[src/rtl/compute_plain_broadcast.sv]
// +----------------------------------------------------------------------------+
// | compute_plain_broadcast: alpha = eps*Q(r) + a, beta = S(r) + b per lane,   |
// | sequenced over external evaluate/mul32/add32 units. Option: CPB_INPUT_LATCH_EN |
// | Revision: 1.0                                                              |
// +----------------------------------------------------------------------------+
`default_nettype none

module compute_plain_broadcast #(
   parameter string FIELD         = "GF256",
   parameter string PARAMETER_SET = "L1",
   parameter string FILE_MEM_INIT = "Y_L1.mem",
   localparam int   c_M  = (PARAMETER_SET == "L5") ? 480 : (PARAMETER_SET == "L3") ? 352 : 230,
   localparam int   c_T  = (PARAMETER_SET == "L5") ? 4 : 3,
   localparam int   c_AW = $clog2(c_M),
   localparam int   c_W  = 32 * c_T
) (
   input  logic            i_clk,
   input  logic            i_rst,
   input  logic            i_start,
   output logic            o_done,
   input  logic [7:0]      i_q,
   output logic [c_AW-1:0] o_q_addr,
   output logic            o_q_rd,
   input  logic [7:0]      i_s,
   output logic [c_AW-1:0] o_s_addr,
   output logic            o_s_rd,
   input  logic [c_W-1:0]  i_a,
   input  logic [c_W-1:0]  i_b,
   input  logic [c_W-1:0]  i_r,
   input  logic [c_W-1:0]  i_eps,
   output logic [c_W-1:0]  o_alpha,
   output logic [c_W-1:0]  o_beta,
   output logic            o_start_evaluate,
   output logic [7:0]      o_q_s,
   input  logic [c_AW-1:0] i_q_s_addr,
   input  logic            i_q_s_rd,
   output logic [c_W-1:0]  o_r_eps,
   input  logic [c_W-1:0]  i_evaluate_out,
   input  logic            i_done_evaluate,
   output logic            o_start_mul32,
   output logic [31:0]     o_x_mul32,
   output logic [31:0]     o_y_mul32,
   input  logic [31:0]     i_o_mul32,
   input  logic            i_done_mul32,
   output logic            o_start_add32,
   output logic [c_W-1:0]  o_in_1_add32,
   output logic [c_W-1:0]  o_in_2_add32,
   input  logic [c_W-1:0]  i_add_out_add32,
   input  logic            i_done_add32
);

   localparam logic [1:0] c_LAST = 2'(c_T - 1);

   typedef enum logic [2:0] {
      S_IDLE   = 3'd0,
      S_EVAL_Q = 3'd1,
      S_MUL    = 3'd2,
      S_ADD_A  = 3'd3,
      S_EVAL_S = 3'd4,
      S_ADD_B  = 3'd5,
      S_DONE   = 3'd6
   } state_t;

   if (!(FIELD == "GF256" || FIELD == "P251")) begin : g_bad_field
      $error("compute_plain_broadcast: unsupported FIELD");
   end
   if (FILE_MEM_INIT == "") begin : g_bad_mem_init
      $error("compute_plain_broadcast: empty FILE_MEM_INIT");
   end

   state_t          state_q;
   logic            start_eval_q;
   logic            start_mul_q;
   logic            start_add_q;
   logic            done_q;
   logic [1:0]      idx_q;
   logic [c_W-1:0]  qr_q;
   logic [c_W-1:0]  sr_q;
   logic [31:0]     prod_q [c_T];
   logic [c_W-1:0]  alpha_q;
   logic [c_W-1:0]  beta_q;

   logic [c_W-1:0]  w_r;
   logic [c_W-1:0]  w_eps;
   logic [c_W-1:0]  w_a;
   logic [c_W-1:0]  w_b;
   logic [c_W-1:0]  w_prod;
   logic [31:0]     w_eps_lane [c_T];
   logic [31:0]     w_qr_lane  [c_T];

`ifdef CPB_INPUT_LATCH_EN
   logic [c_W-1:0]  r_in_q;
   logic [c_W-1:0]  eps_in_q;
   logic [c_W-1:0]  a_in_q;
   logic [c_W-1:0]  b_in_q;

   // Snapshot operands only on a start that the FSM actually accepts.
   always_ff @(posedge i_clk) begin
      if (i_rst) begin
         r_in_q   <= '0;
         eps_in_q <= '0;
         a_in_q   <= '0;
         b_in_q   <= '0;
      end else if (state_q == S_IDLE && i_start) begin
         r_in_q   <= i_r;
         eps_in_q <= i_eps;
         a_in_q   <= i_a;
         b_in_q   <= i_b;
      end
   end

   assign w_r   = r_in_q;
   assign w_eps = eps_in_q;
   assign w_a   = a_in_q;
   assign w_b   = b_in_q;
`else
   assign w_r   = i_r;
   assign w_eps = i_eps;
   assign w_a   = i_a;
   assign w_b   = i_b;
`endif

   for (genvar g = 0; g < c_T; g++) begin : g_lane
      assign w_prod[32*g +: 32] = prod_q[g];
      assign w_eps_lane[g]      = w_eps[32*g +: 32];
      assign w_qr_lane[g]       = qr_q[32*g +: 32];
   end

   // A done seen while our own start is still high is stale and ignored.
   always_ff @(posedge i_clk) begin
      if (i_rst) begin
         state_q      <= S_IDLE;
         start_eval_q <= 1'b0;
         start_mul_q  <= 1'b0;
         start_add_q  <= 1'b0;
         done_q       <= 1'b0;
         idx_q        <= 2'd0;
         qr_q         <= '0;
         sr_q         <= '0;
         alpha_q      <= '0;
         beta_q       <= '0;
         for (int k = 0; k < c_T; k++) prod_q[k] <= '0;
      end else begin
         start_eval_q <= 1'b0;
         start_mul_q  <= 1'b0;
         start_add_q  <= 1'b0;
         done_q       <= 1'b0;
         case (state_q)
            S_IDLE: begin
               if (i_start) begin
                  state_q      <= S_EVAL_Q;
                  start_eval_q <= 1'b1;
               end
            end
            S_EVAL_Q: begin
               if (i_done_evaluate && !start_eval_q) begin
                  qr_q        <= i_evaluate_out;
                  idx_q       <= 2'd0;
                  start_mul_q <= 1'b1;
                  state_q     <= S_MUL;
               end
            end
            S_MUL: begin
               if (i_done_mul32 && !start_mul_q) begin
                  prod_q[idx_q] <= i_o_mul32;
                  if (idx_q == c_LAST) begin
                     start_add_q <= 1'b1;
                     state_q     <= S_ADD_A;
                  end else begin
                     idx_q       <= idx_q + 2'd1;
                     start_mul_q <= 1'b1;
                  end
               end
            end
            S_ADD_A: begin
               if (i_done_add32 && !start_add_q) begin
                  alpha_q      <= i_add_out_add32;
                  start_eval_q <= 1'b1;
                  state_q      <= S_EVAL_S;
               end
            end
            S_EVAL_S: begin
               if (i_done_evaluate && !start_eval_q) begin
                  sr_q        <= i_evaluate_out;
                  start_add_q <= 1'b1;
                  state_q     <= S_ADD_B;
               end
            end
            S_ADD_B: begin
               if (i_done_add32 && !start_add_q) begin
                  beta_q  <= i_add_out_add32;
                  done_q  <= 1'b1;
                  state_q <= S_DONE;
               end
            end
            S_DONE:  state_q <= S_IDLE;
            default: state_q <= S_IDLE;
         endcase
      end
   end

   always_comb begin
      o_q_addr     = '0;
      o_q_rd       = 1'b0;
      o_s_addr     = '0;
      o_s_rd       = 1'b0;
      o_q_s        = 8'd0;
      o_r_eps      = '0;
      o_x_mul32    = 32'd0;
      o_y_mul32    = 32'd0;
      o_in_1_add32 = '0;
      o_in_2_add32 = '0;
      case (state_q)
         S_EVAL_Q: begin
            o_q_addr = i_q_s_addr;
            o_q_rd   = i_q_s_rd;
            o_q_s    = i_q;
            o_r_eps  = w_r;
         end
         S_EVAL_S: begin
            o_s_addr = i_q_s_addr;
            o_s_rd   = i_q_s_rd;
            o_q_s    = i_s;
            o_r_eps  = w_r;
         end
         S_MUL: begin
            o_x_mul32 = w_eps_lane[idx_q];
            o_y_mul32 = w_qr_lane[idx_q];
         end
         S_ADD_A: begin
            o_in_1_add32 = w_prod;
            o_in_2_add32 = w_a;
         end
         S_ADD_B: begin
            o_in_1_add32 = sr_q;
            o_in_2_add32 = w_b;
         end
         default: ;
      endcase
   end

   assign o_start_evaluate = start_eval_q;
   assign o_start_mul32    = start_mul_q;
   assign o_start_add32    = start_add_q;
   assign o_done           = done_q;
   assign o_alpha          = alpha_q;
   assign o_beta           = beta_q;

endmodule

`default_nettype wire

[config.mk]
export PLATFORM = sky130hd
export DESIGN_NAME = compute_plain_broadcast
export DESIGN_NICKNAME = d
export VERILOG_FILES = /design/src/rtl/compute_plain_broadcast.sv
export SDC_FILE = /design/constraint.sdc
export NUM_CORES = 1
export LEC_CHECK = 0
export ABC_AREA = 1
export CAP_MARGIN = 20
export CORE_AREA = 2 2 466 468
export CTS_BUF_LIST = sky130_fd_sc_hd__clkbuf_16
export CTS_CLUSTER_SIZE = 8
export DETAILED_ROUTE_END_ITERATION = 7
export DIE_AREA = 0 0 468 470
export GPL_ROUTABILITY_DRIVEN = 0
export PLACE_DENSITY = 0.4
export REMOVE_ABC_BUFFERS = 1
export SYNTH_ARGS = -nofsm -noshare
export SYNTH_HDL_FRONTEND = slang
export SYNTH_SLANG_ARGS = --single-unit
[constraint.sdc]
create_clock -name i_clk -period 2.9 [get_ports i_clk]
set_input_delay 0.58 -clock i_clk [delete_from_list [all_inputs] [get_ports i_clk]]
set_output_delay 0.58 -clock i_clk [all_outputs]
set_load 0.01 [all_outputs]
-- Word-level counts from Yosys, hierarchy flattened
Memory sizes are Yosys's and may differ from the RTL's.
Cells that the tools add are included.
W data, S select, Z words.
- add/subtract/negate cells: 1
- $lt $le $gt $ge: 1
- eq/ne operators: 14
- mux-type cells: 47
- bitwise gates (word level): 2
- reductions and logical operators: 17
- operator list (operator ; number):
    $pmux W96 S2 ; 2
    $mux W32 ; 7
    $bmux W32 S2 ; 2
    $mux W96 ; 1
    $reduce_or A32 Y1 ; 1
    $mux W3 ; 7
    $pmux W3 S6 ; 1
    $mux W1 ; 16
    $mux W8 ; 2
    $ne A2 B2 Y1 const B ; 8
    $pmux W8 S2 ; 1
    $mux W2 ; 4
    $reduce_and A2 Y1 ; 4
    $reduce_and A7 Y1 ; 1
    $eq A3 B2 Y1 const B ; 2
    $eq A3 B3 Y1 const B ; 2
    $pmux W1 S2 ; 3
    $pmux W2 S2 ; 1
    $reduce_and A4 Y1 ; 1
    $reduce_or A2 Y1 ; 2
    $eq A3 B1 Y1 const B ; 1
    $ge A3 B3 Y1 const B ; 1
    $logic_and A1 B1 Y1 ; 3
    $logic_not A1 Y1 ; 3
    other kinds (6) ; 6
- register bits: 393
- bits in writable memories: 96
- input port bits: 639
- memories kept: 1
- memories (name ; words ; bits a word ; rd ports ; clocked after Yosys merged registers in ; wr ports ; line ; RTL):
    prod_q ; 3 ; 32 ; 3 ; 0 ; 3 ; 79 ; logic [31:0] prod_q [c_T];

-- Depth between registers and ports, before layout
- depth in word-level cells: 8
- gate-level depth with buffers: 10
- depth with buffers taken out: 8

-- Worst setup path after synthesis
OpenSTA, ideal clock, no wires.
- path type: reg2reg
- start point: register idx_q[0]
- end point: memory prod_q[2][0], enable pin
- setup time: 389 ps
- data arrival time: 2129 ps
- data required time: 2511 ps
- slack: 381 ps
- cell stages (with the launch flop): 8
- path buffers: 3
- clock period less this slack: 2519 ps
- cells stage by stage: dfxtp_1 > inv_2 > clkbuf_1 > clkbuf_1 > ha_1 > nand2_4 > buf_6 > nand2_1
- RTL lines (what ; line ; RTL):
    from (decl) ; 76 ; logic [1:0] idx_q;
    from (signal assigned) ; 170 ; idx_q <= idx_q + 2'd1;
    to (decl) ; 79 ;

-- Worst setup path in the final report
- start point: register state_q[2]
- end point: output o_in_1_add32[93]
- longest elaborated chain between the ends: 2
- elaborated cells on any way between the ends: 3
- RTL lines (what ; line ; RTL):
    from (decl) ; 71 ; state_t state_q;
    from (signal assigned) ; 132 ; state_q <= S_IDLE;
    from (signal assigned) ; 151 ; state_q <= S_EVAL_Q;
    from (signal assigned) ; 160 ; state_q <= S_MUL;
    $eq A3 B3 Y1 / $eq A3 B2 Y1 (equally long branches) ; 213 ; case (state_q)
    $pmux W96 S2 * ; 213 ;
    to (decl) ; 46 ; output logic [c_W-1:0] o_in_1_add32,
Mark *: on every way between the ends. The rest lies on a longest branch, timed or not.

==> run_summary.xml <==
<?xml version="1.0" encoding="UTF-8"?>
<metrics>
  <group name="power">
    <metric name="power_leakage" unit="nW">19.2</metric>
    <metric name="totalPowerFinal" unit="mW">28.0</metric>
    <metric name="vdd_ir_drop_max" unit="mV">0.381</metric>
    <metric name="power_per_cell_area" unit="mW/mm^2">630</metric>
  </group>
  <group name="final_layout">
    <metric name="number_of_filler_instances_in_the_final_layout" unit="">24000</metric>
    <metric name="layout.cell_area.non_filler" unit="sq mm">0.0444</metric>
    <metric name="final_nets" unit="">4814</metric>
    <metric name="post_route_cells_drive_above_1_share" unit="">0.215</metric>
    <metric name="flow.area_growth_from_synthesis" unit="%">105</metric>
    <metric name="layout.cells.non_filler" unit="">7088</metric>
    <metric name="final_core_util" unit="">0.206</metric>
  </group>
  <group name="routing">
    <metric name="routed_wl" unit="um">184000</metric>
    <metric name="number_of_vias_after_detailed_routing" unit="">25700</metric>
    <metric name="routed_via_density" unit="">3.62</metric>
    <metric name="detail_route.wl_per_cell" unit="um">25.9</metric>
    <metric name="remaining_drc_errors" unit="">0</metric>
    <metric name="final_antenna_net_count" unit="">0</metric>
    <metric name="first_iter_violations" unit="">1218</metric>
    <metric name="drt_pre_antenna_iters" unit="">5</metric>
  </group>
  <group name="die">
    <metric name="floorplan.core_area" unit="sq mm">0.216</metric>
    <metric name="io-pin-count" unit="">1213</metric>
    <metric name="chipHeight" unit="um">470</metric>
    <metric name="die_w" unit="um">468</metric>
    <metric name="rows" unit="">171</metric>
    <metric name="initial_core_utilization" unit="">0.100</metric>
    <metric name="fp.dieArea" unit="sq mm">0.220</metric>
  </group>
  <group name="critical_path">
    <metric name="path_cells" unit="">buf_8 -&gt; nor2_4 -&gt; buf_12 -&gt; buf_12 -&gt; buf_16 -&gt; buf_12 -&gt; clkbuf_16 -&gt; buf_6 -&gt; a22o_1 -&gt; buf_6</metric>
    <metric name="worst-path-max-fanout" unit="">8</metric>
    <metric name="start_kind" unit="">flop</metric>
    <metric name="slowest_delay" unit="ns">0.36</metric>
    <metric name="end_kind" unit="">output port</metric>
    <metric name="critical_path.most_common_cell" unit="">sky130_fd_sc_hd__buf_12</metric>
    <metric name="crit_slowest_cell" unit="">sky130_fd_sc_hd__dfxtp_4</metric>
    <metric name="critPathKind" unit="">reg2out</metric>
    <metric name="worst-endpoint-required" unit="ns">2.32</metric>
    <metric name="worstPathArrival" unit="ns">2.45</metric>
  </group>
  <group name="logic_synthesis">
    <metric name="synth-seq-area-share" unit="">0.497</metric>
    <metric name="ys_top_cells_by_area" unit="">sky130_fd_sc_hd__dfxtp_1, sky130_fd_sc_hd__nor2_1, sky130_fd_sc_hd__edfxtp_1</metric>
    <metric name="synth.avg_cell_area" unit="sq um">7.64</metric>
    <metric name="postSynth.asyncResetShare" unit="">0</metric>
    <metric name="top_ff_cell_synth" unit="">sky130_fd_sc_hd__dfxtp_1</metric>
    <metric name="yosys.cell_types.count" unit="">28</metric>
    <metric name="post_synth_instance_area" unit="sq mm">0.0216</metric>
    <metric name="yosys.cell_count.top_type" unit="">sky130_fd_sc_hd__nor2_1</metric>
    <metric name="area_fraction_of_the_dominant_cell_type_after_synthesis" unit="">0.364</metric>
    <metric name="synth_largest_area_cell" unit="">sky130_fd_sc_hd__dfxtp_1</metric>
    <metric name="synth_enable_flop_cells" unit="">96</metric>
    <metric name="list_of_most_frequent_post_synthesis_cells" unit="">sky130_fd_sc_hd__nor2_1, sky130_fd_sc_hd__o21ai_0, sky130_fd_sc_hd__dfxtp_1</metric>
    <metric name="ys_seq_elements" unit="">489</metric>
    <metric name="synth_warnings" unit="">0</metric>
    <metric name="number_of_instances_in_the_synthesized_netlist" unit="">2830</metric>
  </group>
  <group name="global_route">
    <metric name="antenna_found_initial" unit="">47</metric>
    <metric name="grtUsageTotal" unit="">0.155</metric>
    <metric name="grt_pass1_vias" unit="">25600</metric>
    <metric name="grt_pass1_wl" unit="um">232000</metric>
    <metric name="largest_net_degree_at_the_start_of_global_routing" unit="">98</metric>
    <metric name="global_route.overflow_total" unit="">0</metric>
  </group>
  <group name="timing">
    <metric name="timing_max_transition_violations_final" unit="">0</metric>
    <metric name="final.min_clock_period" unit="ns">3.03</metric>
    <metric name="tightest_slew" unit="ns">0.603</metric>
    <metric name="fin_ws" unit="ns">-0.133</metric>
    <metric name="finalHoldViolations" unit="">0</metric>
    <metric name="finClkSkew" unit="ns">0.0335</metric>
    <metric name="max_freq" unit="MHz">330</metric>
    <metric name="rsz0062_at_grt" unit="">true</metric>
    <metric name="post-route-period-util" unit="">1.05</metric>
    <metric name="maxSlewHeadroom" unit="">0.598</metric>
    <metric name="finalSetupViolCount" unit="">60</metric>
  </group>
  <group name="clock_tree">
    <metric name="cts_sinks" unit="">489</metric>
    <metric name="root_buffer" unit="">sky130_fd_sc_hd__clkbuf_16</metric>
    <metric name="cts-root-to-sink-buffers" unit="">3</metric>
    <metric name="clkSlewWorstSetupHoldPaths" unit="ns">0.05</metric>
    <metric name="cts.htree.levels" unit="">3</metric>
    <metric name="clock_latency" unit="ns">0.69</metric>
    <metric name="number_of_clock_buffers_inserted_by_tritoncts" unit="">74</metric>
    <metric name="cts_tree" unit="">built</metric>
  </group>
  <group name="run">
    <metric name="reported_max_cap_violation_count" unit="">0</metric>
  </group>
  <group name="place">
    <metric name="place.detailed.instances" unit="">6790</metric>
    <metric name="port_buffers" unit="">1212</metric>
    <metric name="placement.setup.worst_slack" unit="ns">-0.0589</metric>
    <metric name="detailed_place_hpwl" unit="um">137000</metric>
    <metric name="dpl_cell_area" unit="sq mm">0.0380</metric>
  </group>
  <group name="run_status">
    <metric name="violated_checks" unit="">setup timing</metric>
    <metric name="run_status" unit="">complete, but fails checks</metric>
  </group>
  <group name="hold_path">
    <metric name="min_path_type" unit="">reg2reg</metric>
  </group>
</metrics>
==> sequential cells by signal, indices dropped and copies added (netlist names) <==
signal            count
idx_q                 2
o_alpha              96
o_beta               96
o_done                1
o_start_add32         1
o_start_evaluate      1
o_start_mul32         1
prod_q               96
qr_q                 96
sr_q                 96
state_q               3
==> logic make-up (layout without fill, tap and decap cells) <==
family / after synthesis / in the layout / synth area share
AO/OA/AOI/OAI: 722 / 722 / 0.202
adder cells (fa/ha/maj): 4 / 4 / 0.00231
buffers and inverters: 382 / 1767 / 0.0794
flip-flops: 489 / 489 / 0.497
other: 0 / 19 / 0
AND/OR/NAND/NOR: 1233 / 1233 / 0.219
==> per-layer routing <==
layer  vias up  track usage  wire [um]
met5         -            0        204
met4        30       0.0502       5920
met3       212       0.0629      17800
met2      1050        0.270      89200
met1     12400        0.170      70400
li1      12000            -          -
==> metrics by stage <==
stage                     setup TNS (ns)  hold WS [ns]
final                              -3.13         0.475
after global routing              -16.90         0.451
after CTS                         -54.80         0.390
after detailed placement          -0.131         0.465
after global placement            -0.412         0.458
after floorplan                 -1659.09         0.450
==> layout make-up <==
| cell class | instances | area [sq um] | area share |
|---|---|---|---|
| repair buffers | 1486 | 16500 | 0.370 |
| flip-flops and latches | 489 | 10800 | 0.242 |
| multi-input cells | 1959 | 10700 | 0.241 |
| well taps | 2854 | 3570 | 0.0804 |
| clock buffers | 76 | 1900 | 0.0428 |
| inverters | 160 | 644 | 0.0145 |
| clock inverters | 44 | 307 | 0.00690 |
| diodes | 19 | 47.5 | 0.00107 |
| repair inverters | 1 | 11.3 | 0.000253 |
==> cells in the final DEF (no fill, tap or decap), drive strengths merged <==
cell | netlist | layout
nand2 | 92 | 92
edfxtp | 96 | 96
diode | 0 | 19
buf | 120 | 470
dlymetal6s2s | 0 | 69
a21oi | 70 | 70
nor2 | 1126 | 1126
a22o | 200 | 200
clkdlybuf4s50 | 0 | 841
clkbuf | 102 | 161
nor3 | 1 | 1
nand3b | 1 | 1
nand3 | 13 | 13
bufbuf | 0 | 4
clkinv | 1 | 15
ha | 4 | 4
clkdlybuf4s15 | 0 | 14
inv | 159 | 190
dlygate4sd2 | 0 | 3
o21ai | 452 | 452
dfxtp | 393 | 393
==> where the power goes <==
part           leakage [nW]  internal [mW]  switching [mW]
clock network          1.18           4.74            3.70
registers              4.18           7.76           0.448
logic                  13.9           5.36            5.97
==> repair_timing <==
action,4_1_cts,5_1_grt
buffers inserted,44,81
pin swaps,24,65
gates cloned,21,24
hold buffers,0,0
endpoints found under the setup margin,377,331
resized for setup,594,709
hold endpoints to repair,0,0
==> worst paths after layout <==
kind | start | to | slack (ns) | cells past startpoint
worst max-delay path | state_q[2] | o_in_1_add32[93] | -0.13 | 10
worst min-delay path | qr_q[53] | qr_q[53] | 0.48 | 2
worst max register to register | state_q[2] | prod_q[2][23] | 0.50 | 11
worst min register to register | qr_q[53] | qr_q[53] | 0.48 | 2
==> worst max-delay path, delay by kind of cell, from the launching register on <==
family          cells  cell delay [ns]
flops               1             0.36
compound gates      1             0.24
simple gates        1             0.04
buf+inv             8             1.11
(Power assumes the default switching activity.)
